File: config.mk
export PLATFORM = sky130hd
export DESIGN_NAME = mc_ctrl_flat
export DESIGN_NICKNAME = d
export VERILOG_FILES = /design/src/rtl/mc_ctrl_pkg.sv /design/src/rtl/mc_ctrl_if.sv /design/src/rtl/mc_ctrl_dec.sv /design/src/rtl/mc_ctrl.sv /design/src/flat_wrapper.sv
export SDC_FILE = /design/constraint.sdc
export NUM_CORES = 1
export LEC_CHECK = 0
export CAP_MARGIN = 20
export CORE_MARGIN = 1
export CORE_UTILIZATION = 38
export DETAILED_ROUTE_END_ITERATION = 12
export PLACE_DENSITY = 0.8
export SLEW_MARGIN = 20
export SYNTH_ARGS = -nofsm -noshare
export SYNTH_HDL_FRONTEND = slang
export SYNTH_SLANG_ARGS = --single-unit
File: constraint.sdc
create_clock -name clk -period 1.8 [get_ports clk]
set_input_delay 0.18 -clock clk [delete_from_list [all_inputs] [get_ports clk]]
set_output_delay 0.18 -clock clk [all_outputs]
set_load 0.1 [all_outputs]
File: src/rtl/mc_ctrl_pkg.sv
// -----------------------------------------------------------------------------
// mc_ctrl_pkg
// Shared definitions for the multi-cycle controller: opcode and funct
// constants, ALU operation codes, alu_src_b / pc_src select codes, the FSM
// state enum, the instruction-class enum produced by the decoder and the
// packed bundle of datapath control outputs.
// No ports (package).
// -----------------------------------------------------------------------------
package mc_ctrl_pkg;

    // Primary opcodes (instr[31:26])
    localparam logic [5:0] OP_RTYPE = 6'b000000;
    localparam logic [5:0] OP_LW    = 6'b100011;
    localparam logic [5:0] OP_SW    = 6'b101011;
    localparam logic [5:0] OP_BEQ   = 6'b000100;
    localparam logic [5:0] OP_ORI   = 6'b001101;
    localparam logic [5:0] OP_J     = 6'b000010;
    localparam logic [5:0] OP_LUI   = 6'b001111;

    // R-type function codes (instr[5:0])
    localparam logic [5:0] FUNCT_ADDU = 6'b100001;
    localparam logic [5:0] FUNCT_SUBU = 6'b100011;

    // ALU operation codes
    localparam logic [3:0] ALU_ADD  = 4'b0010;
    localparam logic [3:0] ALU_SUB  = 4'b0110;
    localparam logic [3:0] ALU_OR   = 4'b0001;
    localparam logic [3:0] ALU_LUI  = 4'b1010;
    localparam logic [3:0] ALU_PASS = 4'b0000;

    // ALU B-operand select
    localparam logic [1:0] SRCB_REG     = 2'b00;
    localparam logic [1:0] SRCB_FOUR    = 2'b01;
    localparam logic [1:0] SRCB_IMM     = 2'b10;
    localparam logic [1:0] SRCB_IMM_SH2 = 2'b11;

    // Next-PC select
    localparam logic [1:0] PCSRC_ALU    = 2'b00;
    localparam logic [1:0] PCSRC_ALUOUT = 2'b01;
    localparam logic [1:0] PCSRC_JUMP   = 2'b10;

    typedef enum logic [3:0] {
        S_FETCH,
        S_DECODE,
        S_MEM_ADDR,
        S_MEM_RD,
        S_MEM_WB,
        S_MEM_WR,
        S_EXEC_R,
        S_EXEC_I,
        S_ALU_WB,
        S_BRANCH,
        S_JUMP,
        S_HALT
    } state_e;

    typedef enum logic [2:0] {
        CLS_R,
        CLS_LW,
        CLS_SW,
        CLS_BEQ,
        CLS_ORI,
        CLS_LUI,
        CLS_J,
        CLS_BAD
    } instr_class_e;

    // Everything the FSM drives towards the datapath, kept as one bundle so
    // that it can be cleared with a single default and gated during reset.
    typedef struct packed {
        logic       memRd;
        logic       memWr;
        logic       iOrD;
        logic       irWr;
        logic       pcWr;
        logic       pcWrCond;
        logic       regWr;
        logic       regDst;
        logic       memToReg;
        logic       extOp;
        logic       aluSrcA;
        logic [1:0] aluSrcB;
        logic [1:0] pcSrc;
        logic [3:0] aluCtr;
        logic       instrDone;
    } ctrl_t;

endpackage

File: src/rtl/mc_ctrl_if.sv
// -----------------------------------------------------------------------------
// mc_ctrl_if
// Bundle between the multi-cycle controller and its datapath / memory.
// Parameter ALUCTR_W : width of alu_ctr.
// Signals:
//   instr[31:0], zero, mem_ready               datapath -> controller
//   mem_rd, mem_wr, i_or_d                     memory request and address select
//   ir_wr, pc_wr, pc_wr_cond, reg_wr           write enables
//   reg_dst, mem_to_reg, ext_op, alu_src_a     datapath selects
//   alu_src_b[1:0], pc_src[1:0], alu_ctr       datapath selects / ALU op
//   instr_done, bus_err, illegal               status
// Modports: master (controller side), slave (datapath side).
// -----------------------------------------------------------------------------
interface mc_ctrl_if #(
    parameter int ALUCTR_W = 4
);

    logic [31:0]         instr;
    logic                zero;
    logic                mem_ready;
    logic                mem_rd;
    logic                mem_wr;
    logic                i_or_d;
    logic                ir_wr;
    logic                pc_wr;
    logic                pc_wr_cond;
    logic                reg_wr;
    logic                reg_dst;
    logic                mem_to_reg;
    logic                ext_op;
    logic                alu_src_a;
    logic [1:0]          alu_src_b;
    logic [1:0]          pc_src;
    logic [ALUCTR_W-1:0] alu_ctr;
    logic                instr_done;
    logic                bus_err;
    logic                illegal;

    modport master (
        input  instr, zero, mem_ready,
        output mem_rd, mem_wr, i_or_d, ir_wr, pc_wr, pc_wr_cond, reg_wr,
               reg_dst, mem_to_reg, ext_op, alu_src_a, alu_src_b, pc_src,
               alu_ctr, instr_done, bus_err, illegal
    );

    modport slave (
        output instr, zero, mem_ready,
        input  mem_rd, mem_wr, i_or_d, ir_wr, pc_wr, pc_wr_cond, reg_wr,
               reg_dst, mem_to_reg, ext_op, alu_src_a, alu_src_b, pc_src,
               alu_ctr, instr_done, bus_err, illegal
    );

endinterface

File: src/rtl/mc_ctrl_dec.sv
// -----------------------------------------------------------------------------
// mc_ctrl_dec
// Purely combinational instruction decoder for the multi-cycle controller.
// Ports:
//   opcode_i[5:0]  instruction opcode field
//   funct_i[5:0]   R-type function field
//   class_o        instruction class used for FSM sequencing
//   aluCtr_o[3:0]  ALU operation for the execute state (R-type and ori/lui)
//   legal_o        1 when the instruction is one the controller implements
// Configuration macro: MC_CTRL_ILLEGAL_TRAP_EN -- when defined, an R-type
// funct other than addu/subu is reported illegal; otherwise it runs as subu.
// -----------------------------------------------------------------------------
module mc_ctrl_dec
    import mc_ctrl_pkg::*;
(
    input  logic [5:0]   opcode_i,
    input  logic [5:0]   funct_i,
    output instr_class_e class_o,
    output logic [3:0]   aluCtr_o,
    output logic         legal_o
);

    // Map opcode/funct to a class and execute-stage ALU code. Unknown
    // opcodes fall into CLS_BAD and are always flagged not legal; what the
    // FSM does with that depends on the trap build option.
    always_comb begin
        class_o  = CLS_BAD;
        aluCtr_o = ALU_PASS;
        legal_o  = 1'b1;
        case (opcode_i)
            OP_RTYPE: begin
                class_o = CLS_R;
                if (funct_i == FUNCT_ADDU) begin
                    aluCtr_o = ALU_ADD;
                end else if (funct_i == FUNCT_SUBU) begin
                    aluCtr_o = ALU_SUB;
                end else begin
`ifdef MC_CTRL_ILLEGAL_TRAP_EN
                    legal_o  = 1'b0;
`else
                    aluCtr_o = ALU_SUB;
`endif
                end
            end
            OP_LW:  class_o = CLS_LW;
            OP_SW:  class_o = CLS_SW;
            OP_BEQ: class_o = CLS_BEQ;
            OP_J:   class_o = CLS_J;
            OP_ORI: begin
                class_o  = CLS_ORI;
                aluCtr_o = ALU_OR;
            end
            OP_LUI: begin
                class_o  = CLS_LUI;
                aluCtr_o = ALU_LUI;
            end
            default: legal_o = 1'b0;
        endcase
    end

endmodule

File: src/rtl/mc_ctrl.sv
// -----------------------------------------------------------------------------
// mc_ctrl
// Multi-cycle MIPS-subset control unit (addu, subu, lw, sw, beq, ori, j, lui).
// Parameters:
//   TIMEOUT_W : width of the memory wait counter; a request that sees no
//               mem_ready for 2^TIMEOUT_W-1 cycles raises bus_err and halts.
//   ALUCTR_W  : width of alu_ctr.
// Ports:
//   clk    : sole clock, rising edge
//   rst_n  : asynchronous active-low reset
//   bus_io : mc_ctrl_if.master bundle (instr/zero/mem_ready in, all
//            datapath controls, instr_done, bus_err, illegal out)
// Configuration macro: MC_CTRL_ILLEGAL_TRAP_EN -- when defined, unknown
// opcodes and unsupported R-type funct codes set the sticky illegal flag and
// halt; when undefined, unknown opcodes retire as a NOP and illegal is 0.
// -----------------------------------------------------------------------------
module mc_ctrl
    import mc_ctrl_pkg::*;
#(
    parameter int TIMEOUT_W = 4,
    parameter int ALUCTR_W  = 4
) (
    input  logic         clk,
    input  logic         rst_n,
    mc_ctrl_if.master    bus_io
);

    // Last counter value at which a miss still counts as waiting; a miss
    // seen here is the (2^TIMEOUT_W-1)-th and times out.
    localparam logic [TIMEOUT_W-1:0] WAIT_LAST = TIMEOUT_W'((2 ** TIMEOUT_W) - 2);

    state_e               state_q, state_d;
    logic [TIMEOUT_W-1:0] waitCnt_q, waitCnt_d;
    logic                 busErr_q, busErr_d;
    logic                 waitExpired;
    instr_class_e         instrClass;
    logic [3:0]           aluCtrExec;
    logic                 instrLegal;
    ctrl_t                ctrl;
    ctrl_t                ctrlOut;
    logic                 unusedInputs;

`ifdef MC_CTRL_ILLEGAL_TRAP_EN
    logic                 illegal_q, illegal_d;
`endif

    mc_ctrl_dec uDec (
        .opcode_i (bus_io.instr[31:26]),
        .funct_i  (bus_io.instr[5:0]),
        .class_o  (instrClass),
        .aluCtr_o (aluCtrExec),
        .legal_o  (instrLegal)
    );

    // The branch condition and the register/immediate fields are consumed
    // directly by the datapath; the controller never looks at them.
    assign unusedInputs = ^{bus_io.zero, bus_io.instr[25:6]};

    assign waitExpired = (waitCnt_q == WAIT_LAST);

    // State, wait counter and sticky error flags. Reset puts the machine
    // straight back into FETCH with a cleared counter, which is also what
    // aborts any instruction in flight.
    always_ff @(posedge clk or negedge rst_n) begin
        if (!rst_n) begin
            state_q   <= S_FETCH;
            waitCnt_q <= '0;
            busErr_q  <= 1'b0;
`ifdef MC_CTRL_ILLEGAL_TRAP_EN
            illegal_q <= 1'b0;
`endif
        end else begin
            state_q   <= state_d;
            waitCnt_q <= waitCnt_d;
            busErr_q  <= busErr_d;
`ifdef MC_CTRL_ILLEGAL_TRAP_EN
            illegal_q <= illegal_d;
`endif
        end
    end

    // Next state and control outputs. Everything defaults to 0 and the wait
    // counter defaults to clear, so it only holds a count while the FSM sits
    // in one of the three memory-wait states; leaving any state therefore
    // enters the next one with a zero count.
    always_comb begin
        state_d   = state_q;
        waitCnt_d = '0;
        busErr_d  = busErr_q;
`ifdef MC_CTRL_ILLEGAL_TRAP_EN
        illegal_d = illegal_q;
`endif
        ctrl      = '0;

        case (state_q)
            S_FETCH: begin
                ctrl.memRd = 1'b1;
                if (bus_io.mem_ready) begin
                    ctrl.irWr    = 1'b1;
                    ctrl.pcWr    = 1'b1;
                    ctrl.aluSrcB = SRCB_FOUR;
                    ctrl.aluCtr  = ALU_ADD;
                    ctrl.pcSrc   = PCSRC_ALU;
                    state_d      = S_DECODE;
                end else if (waitExpired) begin
                    busErr_d = 1'b1;
                    state_d  = S_HALT;
                end else begin
                    waitCnt_d = waitCnt_q + TIMEOUT_W'(1);
                end
            end

            S_DECODE: begin
                ctrl.aluSrcB = SRCB_IMM_SH2;
                ctrl.extOp   = 1'b1;
                ctrl.aluCtr  = ALU_ADD;
                if (!instrLegal) begin
`ifdef MC_CTRL_ILLEGAL_TRAP_EN
                    illegal_d = 1'b1;
                    state_d   = S_HALT;
`else
                    ctrl.instrDone = 1'b1;
                    state_d        = S_FETCH;
`endif
                end else begin
                    case (instrClass)
                        CLS_LW, CLS_SW:   state_d = S_MEM_ADDR;
                        CLS_R:            state_d = S_EXEC_R;
                        CLS_ORI, CLS_LUI: state_d = S_EXEC_I;
                        CLS_BEQ:          state_d = S_BRANCH;
                        CLS_J:            state_d = S_JUMP;
                        default:          state_d = S_FETCH;
                    endcase
                end
            end

            S_MEM_ADDR: begin
                ctrl.aluSrcA = 1'b1;
                ctrl.aluSrcB = SRCB_IMM;
                ctrl.extOp   = 1'b1;
                ctrl.aluCtr  = ALU_ADD;
                state_d      = (instrClass == CLS_LW) ? S_MEM_RD : S_MEM_WR;
            end

            S_MEM_RD: begin
                ctrl.memRd = 1'b1;
                ctrl.iOrD  = 1'b1;
                if (bus_io.mem_ready) begin
                    state_d = S_MEM_WB;
                end else if (waitExpired) begin
                    busErr_d = 1'b1;
                    state_d  = S_HALT;
                end else begin
                    waitCnt_d = waitCnt_q + TIMEOUT_W'(1);
                end
            end

            S_MEM_WB: begin
                ctrl.regWr     = 1'b1;
                ctrl.memToReg  = 1'b1;
                ctrl.instrDone = 1'b1;
                state_d        = S_FETCH;
            end

            S_MEM_WR: begin
                ctrl.memWr = 1'b1;
                ctrl.iOrD  = 1'b1;
                if (bus_io.mem_ready) begin
                    ctrl.instrDone = 1'b1;
                    state_d        = S_FETCH;
                end else if (waitExpired) begin
                    busErr_d = 1'b1;
                    state_d  = S_HALT;
                end else begin
                    waitCnt_d = waitCnt_q + TIMEOUT_W'(1);
                end
            end

            S_EXEC_R: begin
                ctrl.aluSrcA = 1'b1;
                ctrl.aluSrcB = SRCB_REG;
                ctrl.aluCtr  = aluCtrExec;
                state_d      = S_ALU_WB;
            end

            S_EXEC_I: begin
                ctrl.aluSrcA = 1'b1;
                ctrl.aluSrcB = SRCB_IMM;
                ctrl.aluCtr  = aluCtrExec;
                state_d      = S_ALU_WB;
            end

            S_ALU_WB: begin
                ctrl.regWr     = 1'b1;
                ctrl.regDst    = (instrClass == CLS_R);
                ctrl.instrDone = 1'b1;
                state_d        = S_FETCH;
            end

            S_BRANCH: begin
                ctrl.aluSrcA   = 1'b1;
                ctrl.aluSrcB   = SRCB_REG;
                ctrl.aluCtr    = ALU_SUB;
                ctrl.pcWrCond  = 1'b1;
                ctrl.pcSrc     = PCSRC_ALUOUT;
                ctrl.instrDone = 1'b1;
                state_d        = S_FETCH;
            end

            S_JUMP: begin
                ctrl.pcWr      = 1'b1;
                ctrl.pcSrc     = PCSRC_JUMP;
                ctrl.instrDone = 1'b1;
                state_d        = S_FETCH;
            end

            S_HALT: state_d = S_HALT;

            default: state_d = S_FETCH;
        endcase
    end

    // FETCH is the reset state and it requests memory, so the decoded
    // controls are forced low combinationally while rst_n is held; this is
    // also what kills a write enable in the same cycle reset arrives.
    assign ctrlOut = rst_n ? ctrl : '0;

    assign bus_io.mem_rd     = ctrlOut.memRd;
    assign bus_io.mem_wr     = ctrlOut.memWr;
    assign bus_io.i_or_d     = ctrlOut.iOrD;
    assign bus_io.ir_wr      = ctrlOut.irWr;
    assign bus_io.pc_wr      = ctrlOut.pcWr;
    assign bus_io.pc_wr_cond = ctrlOut.pcWrCond;
    assign bus_io.reg_wr     = ctrlOut.regWr;
    assign bus_io.reg_dst    = ctrlOut.regDst;
    assign bus_io.mem_to_reg = ctrlOut.memToReg;
    assign bus_io.ext_op     = ctrlOut.extOp;
    assign bus_io.alu_src_a  = ctrlOut.aluSrcA;
    assign bus_io.alu_src_b  = ctrlOut.aluSrcB;
    assign bus_io.pc_src     = ctrlOut.pcSrc;
    assign bus_io.alu_ctr    = ALUCTR_W'(ctrlOut.aluCtr);
    assign bus_io.instr_done = ctrlOut.instrDone;
    assign bus_io.bus_err    = rst_n & busErr_q;

`ifdef MC_CTRL_ILLEGAL_TRAP_EN
    assign bus_io.illegal    = rst_n & illegal_q;
`else
    assign bus_io.illegal    = 1'b0;
`endif

endmodule

File: src/flat_wrapper.sv
// flat-port wrapper written by rule: the top's interface ports become plain ports
module mc_ctrl_flat import mc_ctrl_pkg::*;
#(
    parameter int TIMEOUT_W = 4,
    parameter int ALUCTR_W  = 4
)
  (clk, rst_n, bus_io_instr, bus_io_zero, bus_io_mem_ready, bus_io_mem_rd, bus_io_mem_wr, bus_io_i_or_d, bus_io_ir_wr, bus_io_pc_wr, bus_io_pc_wr_cond, bus_io_reg_wr, bus_io_reg_dst, bus_io_mem_to_reg, bus_io_ext_op, bus_io_alu_src_a, bus_io_alu_src_b, bus_io_pc_src, bus_io_alu_ctr, bus_io_instr_done, bus_io_bus_err, bus_io_illegal);
  mc_ctrl_if #(.ALUCTR_W(ALUCTR_W)) bus_io_i ();
  input  logic clk;
  input  logic rst_n;
  input wire logic [$bits(bus_io_i.instr)-1:0] bus_io_instr;
  input wire logic [$bits(bus_io_i.zero)-1:0] bus_io_zero;
  input wire logic [$bits(bus_io_i.mem_ready)-1:0] bus_io_mem_ready;
  output wire logic [$bits(bus_io_i.mem_rd)-1:0] bus_io_mem_rd;
  output wire logic [$bits(bus_io_i.mem_wr)-1:0] bus_io_mem_wr;
  output wire logic [$bits(bus_io_i.i_or_d)-1:0] bus_io_i_or_d;
  output wire logic [$bits(bus_io_i.ir_wr)-1:0] bus_io_ir_wr;
  output wire logic [$bits(bus_io_i.pc_wr)-1:0] bus_io_pc_wr;
  output wire logic [$bits(bus_io_i.pc_wr_cond)-1:0] bus_io_pc_wr_cond;
  output wire logic [$bits(bus_io_i.reg_wr)-1:0] bus_io_reg_wr;
  output wire logic [$bits(bus_io_i.reg_dst)-1:0] bus_io_reg_dst;
  output wire logic [$bits(bus_io_i.mem_to_reg)-1:0] bus_io_mem_to_reg;
  output wire logic [$bits(bus_io_i.ext_op)-1:0] bus_io_ext_op;
  output wire logic [$bits(bus_io_i.alu_src_a)-1:0] bus_io_alu_src_a;
  output wire logic [$bits(bus_io_i.alu_src_b)-1:0] bus_io_alu_src_b;
  output wire logic [$bits(bus_io_i.pc_src)-1:0] bus_io_pc_src;
  output wire logic [$bits(bus_io_i.alu_ctr)-1:0] bus_io_alu_ctr;
  output wire logic [$bits(bus_io_i.instr_done)-1:0] bus_io_instr_done;
  output wire logic [$bits(bus_io_i.bus_err)-1:0] bus_io_bus_err;
  output wire logic [$bits(bus_io_i.illegal)-1:0] bus_io_illegal;
  assign bus_io_i.instr = bus_io_instr;
  assign bus_io_i.zero = bus_io_zero;
  assign bus_io_i.mem_ready = bus_io_mem_ready;
  assign bus_io_mem_rd = bus_io_i.mem_rd;
  assign bus_io_mem_wr = bus_io_i.mem_wr;
  assign bus_io_i_or_d = bus_io_i.i_or_d;
  assign bus_io_ir_wr = bus_io_i.ir_wr;
  assign bus_io_pc_wr = bus_io_i.pc_wr;
  assign bus_io_pc_wr_cond = bus_io_i.pc_wr_cond;
  assign bus_io_reg_wr = bus_io_i.reg_wr;
  assign bus_io_reg_dst = bus_io_i.reg_dst;
  assign bus_io_mem_to_reg = bus_io_i.mem_to_reg;
  assign bus_io_ext_op = bus_io_i.ext_op;
  assign bus_io_alu_src_a = bus_io_i.alu_src_a;
  assign bus_io_alu_src_b = bus_io_i.alu_src_b;
  assign bus_io_pc_src = bus_io_i.pc_src;
  assign bus_io_alu_ctr = bus_io_i.alu_ctr;
  assign bus_io_instr_done = bus_io_i.instr_done;
  assign bus_io_bus_err = bus_io_i.bus_err;
  assign bus_io_illegal = bus_io_i.illegal;
  mc_ctrl #(.TIMEOUT_W(TIMEOUT_W), .ALUCTR_W(ALUCTR_W)) u_core (.clk(clk), .rst_n(rst_n), .bus_io(bus_io_i));
endmodule
==> results.md, run 1 <==
* Leakage at 0.901 nW
* CP Capture Type: primary output
* # DRC at 0
* Mapped Cells at 145
* Crit-path slowest cell: dfrtp_1
* Number of clock sinks at 9
* Final Hold Vio Count at 0
* Netlist Area Pre-Place at 1000 um2
* Die outline height at 53.4 um
* Area share of the largest cell type after synthesis at 22.4%
* Register area share after synthesis at 22.4%
* DP Wirelength at 2940 um
* Max cap viols at 0
* Share of cells above drive strength 1 at 53.1%
* Fill count at 131
* RSZ-0062 raised after global routing: yes
* All-Layer GR Usage at 30.4%
* Slew HR at 57.6%
* Post-synth ARST share at 100%
* VDD IR max at 566 uV
* Largest stage delay on the critical path at 0.44 ns
* Post-synthesis register bit count at 9
* Die area at 2850 um2
* Synth area leader: dfrtp_1
* Post-route minimum period at 1.93 ns
* Row count at 18
* Status: finished with violations
* Critical path required time at 1.62 ns
* CP top delay family: simple AND/OR/NAND/NOR gates
* Number of top-level pins at 58
* Vias in the first global route at 1,352
* Final WL at 4490 um
* Crit Path Category: reg -> out
* Most used DFF post-synth: dfrtp_1
* Post-Synthesis Net Count at 183
* Worst-path cell chain: buf_4 > buf_6 > nor2b_4 > and2_4 > a21oi_1 > nor2b_2 > buf_12
* Number of antenna violations at the first check in global routing at 0
* Slew Viols, Final at 0
* Syn avg cell area at 6.92 um2
* Max clock buf depth at 2
* Nets at 250
* Gpl congestion at 0.983
* TritonCTS buffer count at 3
* DRT iter0 DRCs at 66
* CTS tree: yes
* Setup_tns at -0.717 ns
* Commonest non-fill, non-tap cells in the layout: buf_4 (36), buf_12 (21), nand2_1 (10)
* Port bufs at 35
* Commonest non-fill, non-tap cell in the layout: buf_4
* WP data arrival at 1.75 ns
* Pwr Density at 572 nW/um2
* First-pass GRT wire length at 6180 um
* Worst Max-Slew Pin Slew at 0.631 ns
* Post-synth EDFFs at 0
* Core Region at 2480 um2
* Pre-antenna DRT Iters at 4
* Htree depth at 1
* Post-route ant nets at 0
* Failing checks: setup timing
* Worst path buffer plus inverter count at 3
* Synth warn at 0
* Post-layout worst setup margin at -0.134 ns
* Top cells by area, synth: dfrtp_1 (22%), nor2_1 (7.1%), nand2_1 (4.9%)
* Largest net degree at the start of global routing at 17
* Worst-path clk slew at 0.07 ns
* Period utilization at 107%
* Worst clock skew at 0.00311 ns
* Total global routing overflow at 0
* Setup violators final at 11
* Core Util, Final at 86.6%
* Critical path fanouts, max at 5
* Via count at 1,470
* Hold Crit Class: reg -> reg
* CP startpoint kind: register
* Die width at 53.4 um
* Post-synth cell types at 42
* Worst skew pair latency at 0.28 ns
* Vias per cell at 6.10
* Initial Util at 40.5%
* WL/cell at 18.6 um
* ANT cells at 0
* Area growth from synthesis to layout at 114%
* Fmax at 517 MHz
* Clock root buffer: clkbuf_4
## report_power, final
| group | internal, mW | switching, mW |
|---|---|---|
| registers | 0.220 | 0.0296 |
| logic | 0.321 | 0.481 |
| clock network | 0.0861 | 0.0902 |
| total | 0.627 | 0.601 |
## Yosys cell counts (2+ instances only)
cell type  number
xor2_1          2
nor2b_1         7
nor4_1          5
and2_1          3
o21ai_0         3
nand2_1        13
buf_2           2
nor3_1          6
xnor2_1         3
dfrtp_1         9
nor4b_1         3
a22o_1          2
buf_4           2
a21oi_1         7
nand3_1         6
and3_1          2
o22ai_1         5
clkbuf_1       12
o211ai_1        2
nor2_1         19
nand2b_1        5
inv_1           3
ha_1            2
nand4_1         4
## cell type report
| class | count | area [um2] | area share [%] |
|---|---|---|---|
| multi-input cells | 117 | 941 | 43.8 |
| inverters | 3 | 15.0 | 0.700 |
| well taps | 30 | 37.5 | 1.75 |
| flip-flops and latches | 9 | 229 | 10.7 |
| clock buffers | 4 | 26.3 | 1.22 |
| repair buffers | 78 | 897 | 41.8 |
## cell families after synthesis
group	synth area share, %
other	0.374
AO/OA/AOI/OAI	19.9
flip-flops	22.4
AND/OR/NAND/NOR	42.3
XOR/XNOR	4.36
adder cells (fa/ha/maj)	2.49
buffers and inverters	8.10
## through the flow
step / total power, mW / setup slack, ns / hold slack, ns / std cells / area (um2)
2_1_floorplan: 0.715 / -0.286 / -0.116 / 145 / 1220
3_3_place_gp: 0.939 / -0.228 / 0.443 / 225 / 1910
3_5_place_dp: 0.961 / -0.299 / 0.455 / 225 / 1910
4_1_cts: 1.13 / -0.0601 / 0.306 / 232 / 2000
5_1_grt: 1.27 / -0.199 / 0.479 / 241 / 2150
6_report: 1.23 / -0.134 / 0.470 / 241 / 2150
## what timing repair did
item / CTS / global route
resized for setup: 17 / 22
hold buffers: 0 / 1
setup endpoints to repair: 10 / 16
buffers inserted: 3 / 8
cloned: 0 / 0
pin swaps: 6 / 9
endpoints found under the hold margin: 0 / 9
## sequential cells by signal, summed over array words and instances, names as in the netlist
signal            count
u_core.busErr_q       1
u_core.waitCnt_q      4
u_core.state_q        4
## worst reg2reg max path, delay by kind of cell (launching register included)
kind / cells / cell delay, ns
DFF: 1 / 0.44
buffers and inverters: 2 / 0.28
AOI/OAI and AO/OA: 1 / 0.26
and+or+nand+nor: 3 / 0.78
## metal layers
layer	global-route usage, %	part of all wire [%]	vias to the layer above
met4	10.1	2.0	0
met1	34.4	38	719
met3	6.03	5.7	13
li1	-	-	660
met5	0	0	-
met2	55.6	54	78
## worst paths after layout
path	startpoint	to	slack, ns	cells past startpoint
worst max-delay path	u_core.state_q[2]	bus_io_alu_src_a	-0.13	7
worst min-delay path	u_core.busErr_q	u_core.busErr_q	0.47	1
worst max register to register	u_core.state_q[2]	u_core.state_q[1]	-0.04	6
worst min register to register	u_core.busErr_q	u_core.busErr_q	0.47	1
max in group asynchronous	rst_n	u_core.state_q[1]	1.17	3
min in group asynchronous	rst_n	u_core.state_q[2]	0.48	3
Power figures use the tool's default switching activity.
==> inputs of run 2 (changes only) <==
--- a/config.mk
+++ b/config.mk
@@ -7,10 +7,11 @@
 export LEC_CHECK = 0
 export CAP_MARGIN = 20
 export CORE_MARGIN = 1
-export CORE_UTILIZATION = 38
+export CORE_UTILIZATION = 40
 export DETAILED_ROUTE_END_ITERATION = 12
 export PLACE_DENSITY = 0.8
 export SLEW_MARGIN = 20
 export SYNTH_ARGS = -nofsm -noshare
 export SYNTH_HDL_FRONTEND = slang
+export SYNTH_HIERARCHICAL = 1
 export SYNTH_SLANG_ARGS = --single-unit
==> constraint.sdc (replaced) <==
create_clock -name clk -period 1.8 [get_ports clk]
set_input_delay 0.18 -clock clk [delete_from_list [all_inputs] [get_ports clk]]
set_output_delay 0.18 -clock clk [all_outputs]
set_load 0.02 [all_outputs]
==> results.md, run 2 <==
* Status: finished, final reports clean
* Slew Viols, Final at 0 (unchanged)
* Share of cells above drive strength 1 at 46.7% (-6.4 points)
* Register area share after synthesis at 19.6% (-2.9 points)
* Via count at 1,420 (-3.4%)
* Critical path fanouts, max at 6 (+1)
* Final Hold Vio Count at 0 (unchanged)
* WP data arrival at 1.62 ns (-0.13 ns)
* CP Capture Type: primary output
* Die outline height at 55.6 um (+4.2%)
* Max cap viols at 0 (unchanged)
* Die area at 3100 um2 (+8.6%)
* Post-route minimum period at 1.80 ns (-0.135 ns)
* Number of top-level pins at 58 (unchanged)
* ANT cells at 0 (unchanged)
* Commonest non-fill, non-tap cells in the layout: buf_4 (53), nor2_1 (14), nand2_1 (10)
* Mapped Cells at 148 (+2.1%)
* Fmax at 556 MHz (+7.5%)
* Area growth from synthesis to layout at 61.2%
* TritonCTS buffer count at 3 (unchanged)
* Crit-path slowest cell: dfrtp_2
* Die width at 55.6 um (+4.2%)
* Max clock buf depth at 2 (unchanged)
* Post-layout worst setup margin at 0.000465 ns (+0.135 ns)
* Reg-to-reg endpoint: u_core/state_q[3]
* Largest net degree at the start of global routing at 13 (-4)
* DR WL met2 at 1850 um (-23%)
* Post-synth EDFFs at 0 (unchanged)
* Worst reg-to-reg path cell count at 5 (-1)
* Number of antenna violations at the first check in global routing at 0 (unchanged)
* DP Wirelength at 2710 um (-7.9%)
* Synth warn at 6 (+6)
* Post-synth cell types at 54 (+29%)
* Port bufs at 35 (unchanged)
* Post-synthesis register bit count at 9 (unchanged)
* Worst clock skew at 0.00619 ns (+0.00307 ns)
* Most instantiated library cell after synthesis: nor2_1
* Period utilization at 100% (-7.5 points)
* Total global routing overflow at 0 (unchanged)
* Most used DFF post-synth: dfrtp_1
* Htree depth at 1 (unchanged)
* Crit Path Category: reg -> out
* Reg power frac at 32.7% (+12 points)
* Nets at 264 (+5.6%)
* Leakage at 0.905 nW (+0.45%)
* Clock power frac at 23.9% (+9.5 points)
* Post-Synthesis Net Count at 186 (+1.6%)
* Hold Crit Class: in -> async
* CP top delay family: flip-flops
* Reg2Reg Setup Slack at 0.23 ns (+0.27 ns)
* Worst-path cell chain: buf_2 > or2_2 > a21oi_2 > o31a_1 > buf_4
* Vias in the first global route at 1,359 (+0.52%)
* Top cells by area, synth: dfrtp_1 (20%), buf_6 (5.9%), nor2_1 (5.2%)
* Synth area leader: dfrtp_1
* Met1 WL at 1550 um (-10%)
* Largest stage delay on the critical path at 0.45 ns (about the same)
* DRT iter0 DRCs at 75 (+14%)
* Number of clock sinks at 9 (unchanged)
* Switch Pwr at 0.249 mW (-59%)
* Post-synth top cells: nor2_1 (16), nand2_1 (11), nor3_1 (11)
* Int Pwr at 0.453 mW (-28%)
* Worst skew pair latency at 0.27 ns (about the same)
* Clock root buffer: clkbuf_4
* Critical path depth at 5 (-2)
* Place WS at -0.731 ns (-0.432 ns)
* Pre-antenna DRT Iters at 4 (unchanged)
* Logic pwr share at 43.4% (-22 points)
* VDD IR max at 375 uV (-34%)
* Largest registers: u_core/state_q: 4 flops, u_core/waitCnt_q: 4 flops, u_core/busErr_q: 1 flops
* Vias per cell at 5.55 (-9.1%)
* CTS tree: yes
* Critical path required time at 1.62 ns (about the same)
* Setup violators final at 0 (-11)
* Switching Share at 35.5% (-13 points)
* All-Layer GR Usage at 23.7% (-6.7 points)
* Setup_tns at 0 ns (+0.717 ns)
* Post-route ant nets at 0 (unchanged)
* RSZ-0062 raised after global routing: yes
* Gpl congestion at 0.880 (-10%)
* Post-synth ARST share at 100% (unchanged)
* Row count at 19 (+1)
* Commonest non-fill, non-tap cell in the layout: buf_4
* RR Startpoint: u_core/state_q[2]
* Final WL at 3740 um (-17%)
* Met3 WL at 262 um (+1.6%)
* Worst path buffer plus inverter count at 2 (-1)
* Netlist Area Pre-Place at 1150 um2 (+15%)
* CTS Hold Bufs at 0 (unchanged)
* First-pass GRT wire length at 5950 um (-3.8%)
* Highest Signal Layer: met4
* CP startpoint kind: register
* Worst-path clk slew at 0.07 ns (about the same)
* # DRC at 0 (unchanged)
* Core Region at 2730 um2 (+10%)
* Initial Util at 42.1% (+1.6 points)
* Syn avg cell area at 7.78 um2 (+12%)
* Pwr Density at 379 nW/um2 (-34%)
* Area share of the largest cell type after synthesis at 19.6% (-2.9 points)
* WL/cell at 14.6 um (-22%)
-- run 2: cell types whose count changed after synthesis, moves of 5 or more --
cell and change:
clkbuf_1 -10, buf_6 +6, nor3_1 +5, o22ai_1 -5
-- run 2: repair_timing --
action                     CTS  global route
buffers inserted             4             4
pin swaps                    4             3
setup endpoints to repair   20            21
resized for setup           86            29
-- run 2: power by group through the flow --
stage | Combinational [mW] | Clock (mW) | Sequential [mW]
2_1_floorplan | 0.150 | 0 | 0.224
3_3_place_gp | 0.278 | 0 | 0.232
4_1_cts | 0.291 | 0.172 | 0.229
3_5_place_dp | 0.288 | 0 | 0.234
5_1_grt | 0.328 | 0.179 | 0.231
6_report | 0.305 | 0.168 | 0.230
-- run 2: cell type report --
cell class              instances  area [um2]
clock buffers                   3        22.5
clock inverters                 1        5.00
fillers                       219         878
inverters                       5        18.8
multi-input cells             122         882
flip-flops and latches          9         230
well taps                      31        38.8
repair buffers                 85         658
-- run 2: worst max path at each step --
stage / start / to / slack, ns
after floorplan: u_core/state_q[2] / bus_io_ir_wr / 0.17
after global placement: bus_io_instr[29] / bus_io_instr_done / -0.69
after detailed placement: bus_io_instr[26] / bus_io_instr_done / -0.73
after CTS: bus_io_instr[29] / bus_io_instr_done / -0.008
after global routing: u_core/state_q[2] / bus_io_alu_ctr[1] / -0.09
final: u_core/state_q[2] / bus_io_alu_ctr[1] / 0.0005
-- run 2: per-layer routing --
metal / GRT usage [%] / vias to the layer above
li1: - / 690
met1: 29.5 / 666
met2: 44.2 / 56
met3: 1.63 / 8
met4: 5.71 / 0
met5: 0 / -
-- run 2: logic make-up after synthesis --
family,synth area share (%)
buffers and inverters,10.4
other,0.326
adders and majority gates,2.17
muxes,0.978
AOI/OAI and AO/OA,23.6
and+or+nand+nor,38.4
DFF,19.6
xor gates and xnor gates,4.57
-- run 2: per-stage QoR --
| step | power (mW) | hold WS, ns | util [%] | std cells | instance area [um2] |
|---|---|---|---|---|---|
| floorplan | 0.374 | -0.116 | - | 148 | 1150 |
| global placement | 0.511 | 0.453 | 64.2 | 244 | 1750 |
| detailed placement | 0.522 | 0.486 | 64.2 | 244 | 1750 |
| CTS | 0.692 | 0.285 | 66.6 | 252 | 1820 |
| global route | 0.738 | 0.353 | 67.9 | 256 | 1860 |
| finish | 0.702 | 0.312 | 67.9 | 256 | 1860 |
